$ cat src/rtl/hazard_pkg.sv
// Default sizing and fixed register indices shared by the hazard scoreboard files.
package hazard_pkg;

    localparam int NUM_REGS  = 32;
    localparam int AW        = 5;
    localparam int LW        = 3;
    localparam int NUM_SRC   = 2;
    localparam int ECALL_REG = 17;
    localparam int REG_ZERO  = 0;

endpackage

$ cat src/rtl/hazard_scoreboard_entry.sv
// One per-register countdown: loads a latency, counts down to zero, and keeps a registered busy flag.
module scoreboard_entry #(
    parameter int LW = 3
) (
    input  logic          clk,
    input  logic          reset,
    input  logic          load,
    input  logic [LW-1:0] load_val,
    output logic [LW-1:0] count,
    output logic          busy
);

    logic [LW-1:0] count_next;

    // A load takes priority over the decrement in the same cycle.
    always_comb begin
        count_next = count;
        if (load)
            count_next = load_val;
        else if (count != '0)
            count_next = count - 1'b1;
    end

    always_ff @(posedge clk or posedge reset) begin
        if (reset) begin
            count <= '0;
            busy  <= 1'b0;
        end else begin
            count <= count_next;
            busy  <= (count_next != '0);
        end
    end

endmodule

$ cat src/rtl/hazard_scoreboard.sv
// Register hazard scoreboard (RAW, WAW, ecall) with per-register latency countdowns.
// Define HAZARD_SCOREBOARD_PERF_EN to enable the stall_cycles performance counter.
module hazard_scoreboard
    import hazard_pkg::*;
#(
    parameter int NUM_REGS  = hazard_pkg::NUM_REGS,
    parameter int AW        = hazard_pkg::AW,
    parameter int NUM_SRC   = hazard_pkg::NUM_SRC,
    parameter int LW        = hazard_pkg::LW,
    parameter int ECALL_REG = hazard_pkg::ECALL_REG
) (
    input  logic                  clk,
    input  logic                  reset,
    input  logic                  issue_valid,
    input  logic [AW-1:0]         issue_rd,
    input  logic                  issue_wen,
    input  logic [LW-1:0]         issue_lat,
    input  logic [NUM_SRC-1:0]    src_valid,
    input  logic [NUM_SRC*AW-1:0] src_addr,
    input  logic                  is_ecall,
    input  logic                  flush,
    output logic                  is_stall,
    output logic [NUM_REGS-1:0]   busy_mask,
    output logic [31:0]           stall_cycles
);

    logic [LW-1:0] count [NUM_REGS];
    logic          raw_hit;
    logic          ecall_hit;
    logic          waw_hit;
    logic          accept;

    assign count[0]     = '0;
    assign busy_mask[0] = 1'b0;

    for (genvar r = 1; r < NUM_REGS; r++) begin : g_entry
        scoreboard_entry #(
            .LW(LW)
        ) u_entry (
            .clk      (clk),
            .reset    (reset),
            .load     (accept && (issue_rd == AW'(r))),
            .load_val (issue_lat),
            .count    (count[r]),
            .busy     (busy_mask[r])
        );
    end

    always_comb begin
        raw_hit = 1'b0;
        for (int unsigned i = 0; i < NUM_SRC; i++) begin
            if (src_valid[i] && (count[src_addr[i*AW +: AW]] != '0))
                raw_hit = 1'b1;
        end
    end

    assign ecall_hit = is_ecall && (count[ECALL_REG] != '0);
    // A WAW only blocks if the older write would land after the new one.
    assign waw_hit   = issue_wen && (count[issue_rd] > issue_lat);
    assign is_stall  = issue_valid && (raw_hit || ecall_hit || waw_hit);

    assign accept = issue_valid && !is_stall && !flush && issue_wen &&
                    (issue_rd != AW'(REG_ZERO)) && (issue_lat != '0);

`ifdef HAZARD_SCOREBOARD_PERF_EN
    always_ff @(posedge clk or posedge reset) begin
        if (reset)
            stall_cycles <= '0;
        else if (is_stall && (stall_cycles != '1))
            stall_cycles <= stall_cycles + 32'd1;
    end
`else
    assign stall_cycles = '0;
`endif

endmodule

$ cat config.mk
export PLATFORM = sky130hd
export DESIGN_NAME = hazard_scoreboard
export DESIGN_NICKNAME = d
export VERILOG_FILES = /design/src/rtl/hazard_pkg.sv /design/src/rtl/hazard_scoreboard_entry.sv /design/src/rtl/hazard_scoreboard.sv
export SDC_FILE = /design/constraint.sdc
export NUM_CORES = 1
export LEC_CHECK = 0
export CORE_MARGIN = 4
export CORE_UTILIZATION = 59
export DETAILED_ROUTE_END_ITERATION = 6
export GPL_TIMING_DRIVEN = 0
export PLACE_DENSITY_LB_ADDON = 0.2
export SYNTH_ARGS = -nofsm -noshare
export SYNTH_HDL_FRONTEND = slang
export SYNTH_SLANG_ARGS = --single-unit
$ cat constraint.sdc
create_clock -name clk -period 7.05 [get_ports clk]
set_clock_uncertainty 0.05 [all_clocks]
set_input_delay 0.705 -clock clk [delete_from_list [all_inputs] [get_ports clk]]
set_output_delay 0.705 -clock clk [all_outputs]
set_load 0.01 [all_outputs]
=== Yosys cells after proc, flatten, opt, wreduce, memory -nomap -nowiden ===
Index checks and enable logic that the tools add are counted.
Widths: inputs -> output; s select.

* Memories: 0
* Memory bits (read-only): 0
* Logic and storage cells: 315
* Output and inout port bits: 65
* Bits in latches: 0
* Bits of input ports: 26
* Register bits: 124
* RAM bits: 0

* Reduce and logical (&&, ||, !) cells: 111
* Multipliers: 0
* Divide/modulo/power cells: 0
* Shifts and indexed selects: 0
* $lt $le $gt $ge: 4
* Equal/unequal tests: 31
* $add $sub $neg: 31
* Bitwise logic cells: 3
* Muxes and demuxes: 73

{| class="wikitable"
|+ Operators with widths
! kind !! count
|-
| $mux 3 || 68
|-
| $reduce_bool 3->1 || 65
|-
| $sub 3x1->3 const B || 31
|-
| $eq 5x5->1 const B || 16
|-
| $bmux 3 s5 || 3
|-
| $logic_and 1x1->1 || 41
|-
| $eq 5x4->1 const B || 8
|-
| $eq 5x3->1 const B || 4
|-
| $ge 6x6->1 const B || 3
|-
| $not 5->6 || 3
|-
| $eq 5x2->1 const B || 2
|-
| $eq 5x1->1 const B || 1
|-
| $reduce_bool 5->1 || 1
|-
| $gt 3x3->1 || 1
|-
| $logic_not 1->1 || 2
|-
| $logic_or 1x1->1 || 2
|-
| $mux 1 || 2
|}

=== Longest topological paths before layout ===
* Depth after elaboration: 20
* Gate-level depth with buffers: 18
* Depth with buffers taken out: 13

=== By module ===
From an unflattened synthesis, not the netlist that was laid out.

* Cell total of the unflattened synthesis: 969
* Area total of the unflattened synthesis: 9576.7 µm²

{| class="wikitable"
|+ Modules (own cells, without submodules)
! module !! area each (µm²) !! cells each !! sequential area each (µm²) !! instances
|-
| scoreboard_entry || 225.2 || 21 || 100.1 || 31
|-
| hazard_scoreboard || 2595.0 || 318 || 0.0 || 1
|}

=== Worst setup path before layout ===
OpenSTA, ideal clock, no wires.

* Path kind: input to output
* Start point: input port issue_rd[0]
* End point: output port is_stall
* Stages: 14
* Path buffers: 4
* Required time: 6295 ps
* Setup slack: 1619 ps
* Arrival: 4676 ps
* Cells stage by stage: buf_1 clkbuf_1 mux4_2 mux4_2 mux2_2 ha_1 nor2b_1 o21ai_0 nand2b_1 a32oi_1 o311ai_1 buf_2 buf_4 o31a_1

* Cells in the longest elaborated chain, start to end: 8

{| class="wikitable"
|+ Ends and longest elaborated chain
! element !! line !! source
|-
| from (decl) || hazard_scoreboard.sv:15 || <nowiki>input logic [AW-1:0] issue_rd,</nowiki>
|-
| $not 5->6 (implied by the code) || hazard_scoreboard.sv:59 || <nowiki>assign waw_hit = issue_wen && (count[issue_rd] > issue_lat);</nowiki>
|-
| $bmux 3 s5 || hazard_scoreboard.sv:59 ||
|-
| $mux 3 (implied by the code) (2 in a row) || hazard_scoreboard.sv:59 ||
|-
| $gt 3x3->1 || hazard_scoreboard.sv:59 ||
|-
| $logic_and 1x1->1 || hazard_scoreboard.sv:59 ||
|-
| $logic_or 1x1->1 || hazard_scoreboard.sv:60 || <nowiki>assign is_stall = issue_valid && (raw_hit || ecall_hit || waw_hit);</nowiki>
|-
| $logic_and 1x1->1 || hazard_scoreboard.sv:60 ||
|-
| to (decl) || hazard_scoreboard.sv:22 || <nowiki>output logic is_stall,</nowiki>
|}

Every way passes these cells. The select of a mux whose other input is x is not followed.

=== Worst setup path after layout ===
Same ends and word-level chain as after synthesis.

==> results.txt <==
asr flop ratio synth = 100%
largest area contributor in the netlist = dfrtp_1
Root Driver = clkbuf_16
I/O Buffers = 52
Simple-Gate Fraction of Synth Area = 17.8%
Synth Area in Adders = 12.0%
min Tclk post-route = 6.82 ns
Mapped Area = 10000 um2
Clock Sinks = 124
critical path type = primary input to primary output
Worst setup EP type = primary output
vias = 7871
number of global-route vias before repair = 7556
fin util = 69.6%
Syn-to-layout area delta = 15.4%
Final Setup Violations = 0
initial core utilization = 60.3%
Synth top area share = 31.0%
DPL Wire Length = 20.1 mm
DP Area = 11000 um2
WP data required = 6.29 ns
grt total ovfl = 0
Setup crit start kind = primary input
synth cell count leaders = inv_1 (132), dfrtp_1 (124), ha_1 (96)
drt wl/cell = 19.5 um
Post-Synthesis Cells = 1012
Clock Latency Late Sink = 0.43 ns
# rows = 47
Mapped Avg Cell Area = 9.88 um2
Compound-Gate Fraction of Synth Area = 7.02%
pre-CTS WS = -0.360 ns
count leader, synth = inv_1
number of diodes = 0
XOR/XNOR Fraction of Synth Area = 2.71%
Max clock buf depth = 2
pin count of the biggest net entering global routing = 75
Setup Fix Bufs, Post-CTS = 0
Peak Freq = 147 MHz
nets = 1238
TritonCTS clock tree = yes
DR iter-0 viols = 902
Die ar. = 19100 um2
Final Cell Area = 11500 um2
post-synthesis sequential area ratio = 31.0%
Max Slew Vio Count = 0
Worst VDD drop = 0.238 mV
Max-cap violations = 0
worst slew pin tran = 0.863 ns
Detailed Route WL = 26.3 mm
post-synthesis mux area share = 17.6%
Final WS setup = 0.230 ns
PD cells = 391 nW/um2
Unique masters post-synth = 55
clk slew on worst S/H paths = 0.05 ns
unrepaired setup endpoints after global routing = no
crit path max fanout = 10
Hold WC Path Type = flop to flop
Yosys reg bits = 124
initial antenna violation count = 1
Pwr Total = 4.51 mW
Initial DRT Pass Iterations = 6
Yosys warnings = 0
Vert. Die Dim = 138 um
top cells by area, synth = dfrtp_1 (31%), ha_1 (12%), mux2_2 (8.0%)
Total GRT Usage = 27.8%
status = finished clean
DRC viols = 0
antenna-violating nets left = 0
CP Data Arrival Time = 6.06 ns
Die X = 138 um
leakage = 5.04 nW
final hold vios = 0
top_reg_cell synth = dfrtp_1
htree depth = 4
number of synthesized flops with an enable pin = 0
largest family of logic cells by synthesized area = simple AND/OR/NAND/NOR gates
DR vias/cell = 5.84
Fillers = 1256
GP Congestion = 1.05
first-pass GRT wire length = 41.9 mm
CTS buffer count = 17
crit share post-route = 96.7%
Rel. slew slack = 42.5%
layout cell share with drive strength beyond 1 = 21.5%
final hold slack = 0.569 ns
io pins = 91
Core Footprint = 16600 um2
where the power goes:
group,switching [mW],internal (mW)
sequential,0.299,0.995
clock,0.311,0.547
combinational,1.14,1.21
placed cells by master (no fill, tap or decap), drive strengths merged, types with 4 or more instances in the layout:
cell type / Yosys / final
conb: 1 / 33
a21oi: 48 / 48
and3: 12 / 12
clkdlybuf4s50: 0 / 52
nor2b: 17 / 17
buf: 82 / 83
or4: 10 / 10
nor2: 63 / 63
nand2b: 6 / 6
dfrtp: 124 / 124
mux2i: 23 / 23
mux4: 31 / 31
or3: 29 / 29
a311oi: 4 / 4
xnor2: 31 / 31
inv: 132 / 132
clkbuf: 29 / 54
nor3: 17 / 17
nor4: 43 / 43
nand4: 4 / 4
nand2: 40 / 40
o21ai: 9 / 9
a31oi: 22 / 22
mux2: 73 / 73
ha: 96 / 96
nand3: 30 / 30
metrics by stage:
stage	instances	setup TNS (ns)
2_1_floorplan	1044	0
3_3_place_gp	1316	-0.321
3_5_place_dp	1317	-0.360
4_1_cts	1348	0
5_1_grt	1348	0
6_report	1348	0
cells by family after synthesis:
group           Yosys count
compound gates          111
xor+xnor                 31
flops                   124
fa+ha+maj                96
mux                     127
other cells               1
simple gates            279
buf+inv                 243
state kept, by name, summed over array words and instances, names as in the netlist:
signal                 cells
g_entry.u_entry.count     93
g_entry.u_entry.busy      31
layer usage:
| metal | GRT usage [%] | up-vias | share of wire [%] |
|---|---|---|---|
| met5 | 0 | - | 0.061 |
| met4 | 9.88 | 2 | 3.3 |
| met3 | 8.43 | 69 | 10 |
| met2 | 44.5 | 384 | 47 |
| met1 | 36.1 | 3781 | 39 |
| li1 | - | 3635 | - |
worst paths after layout:
kind | start | to | slack (ns) | cells after the start
worst max-delay path | issue_rd[0] | is_stall | 0.23 | 16
worst min-delay path | g_entry[1].u_entry.count[1] | g_entry[1].u_entry.count[1] | 0.57 | 2
worst max register to register | g_entry[31].u_entry.count[1] | g_entry[7].u_entry.count[2] | 2.57 | 13
worst min register to register | g_entry[1].u_entry.count[1] | g_entry[1].u_entry.count[1] | 0.57 | 2
max in group asynchronous | reset | g_entry[8].u_entry.count[2] | 5.59 | 3
min in group asynchronous | reset | g_entry[25].u_entry.count[0] | 0.63 | 2
what timing repair did:
action / CTS / global route
endpoints found under the setup margin: 1 / 1
hold buffers: 0 / 0
resized for setup: 3 / 1
critical path, cell delays in order:
cell             delay (ns)
clkdlybuf4s50_1        0.53
clkdlybuf4s15_2        0.51
buf_2                  0.45
mux4_2                 0.62
mux4_2                 0.49
mux2_2                 0.28
ha_1                   0.29
nor2b_1                0.13
o21ai_0                0.14
nand2b_1               0.07
a32oi_1                0.23
o311ai_1               0.26
buf_2                  0.28
buf_4                  0.24
o31a_1                 0.31
clkdlybuf4s50_1        0.49
cell type report:
type	count	area [um2]	share of cell area [%]
sequential	124	3100	26.9
buffer	111	698	6.05
inverter	132	500	4.34
multi-input combinational	677	5830	50.5
timing repair buffer	53	548	4.75
clock buffer	26	529	4.58
tap	220	275	2.38
clock inverter	5	55.1	0.477
No activity file was read; power rests on OpenSTA's default activity.
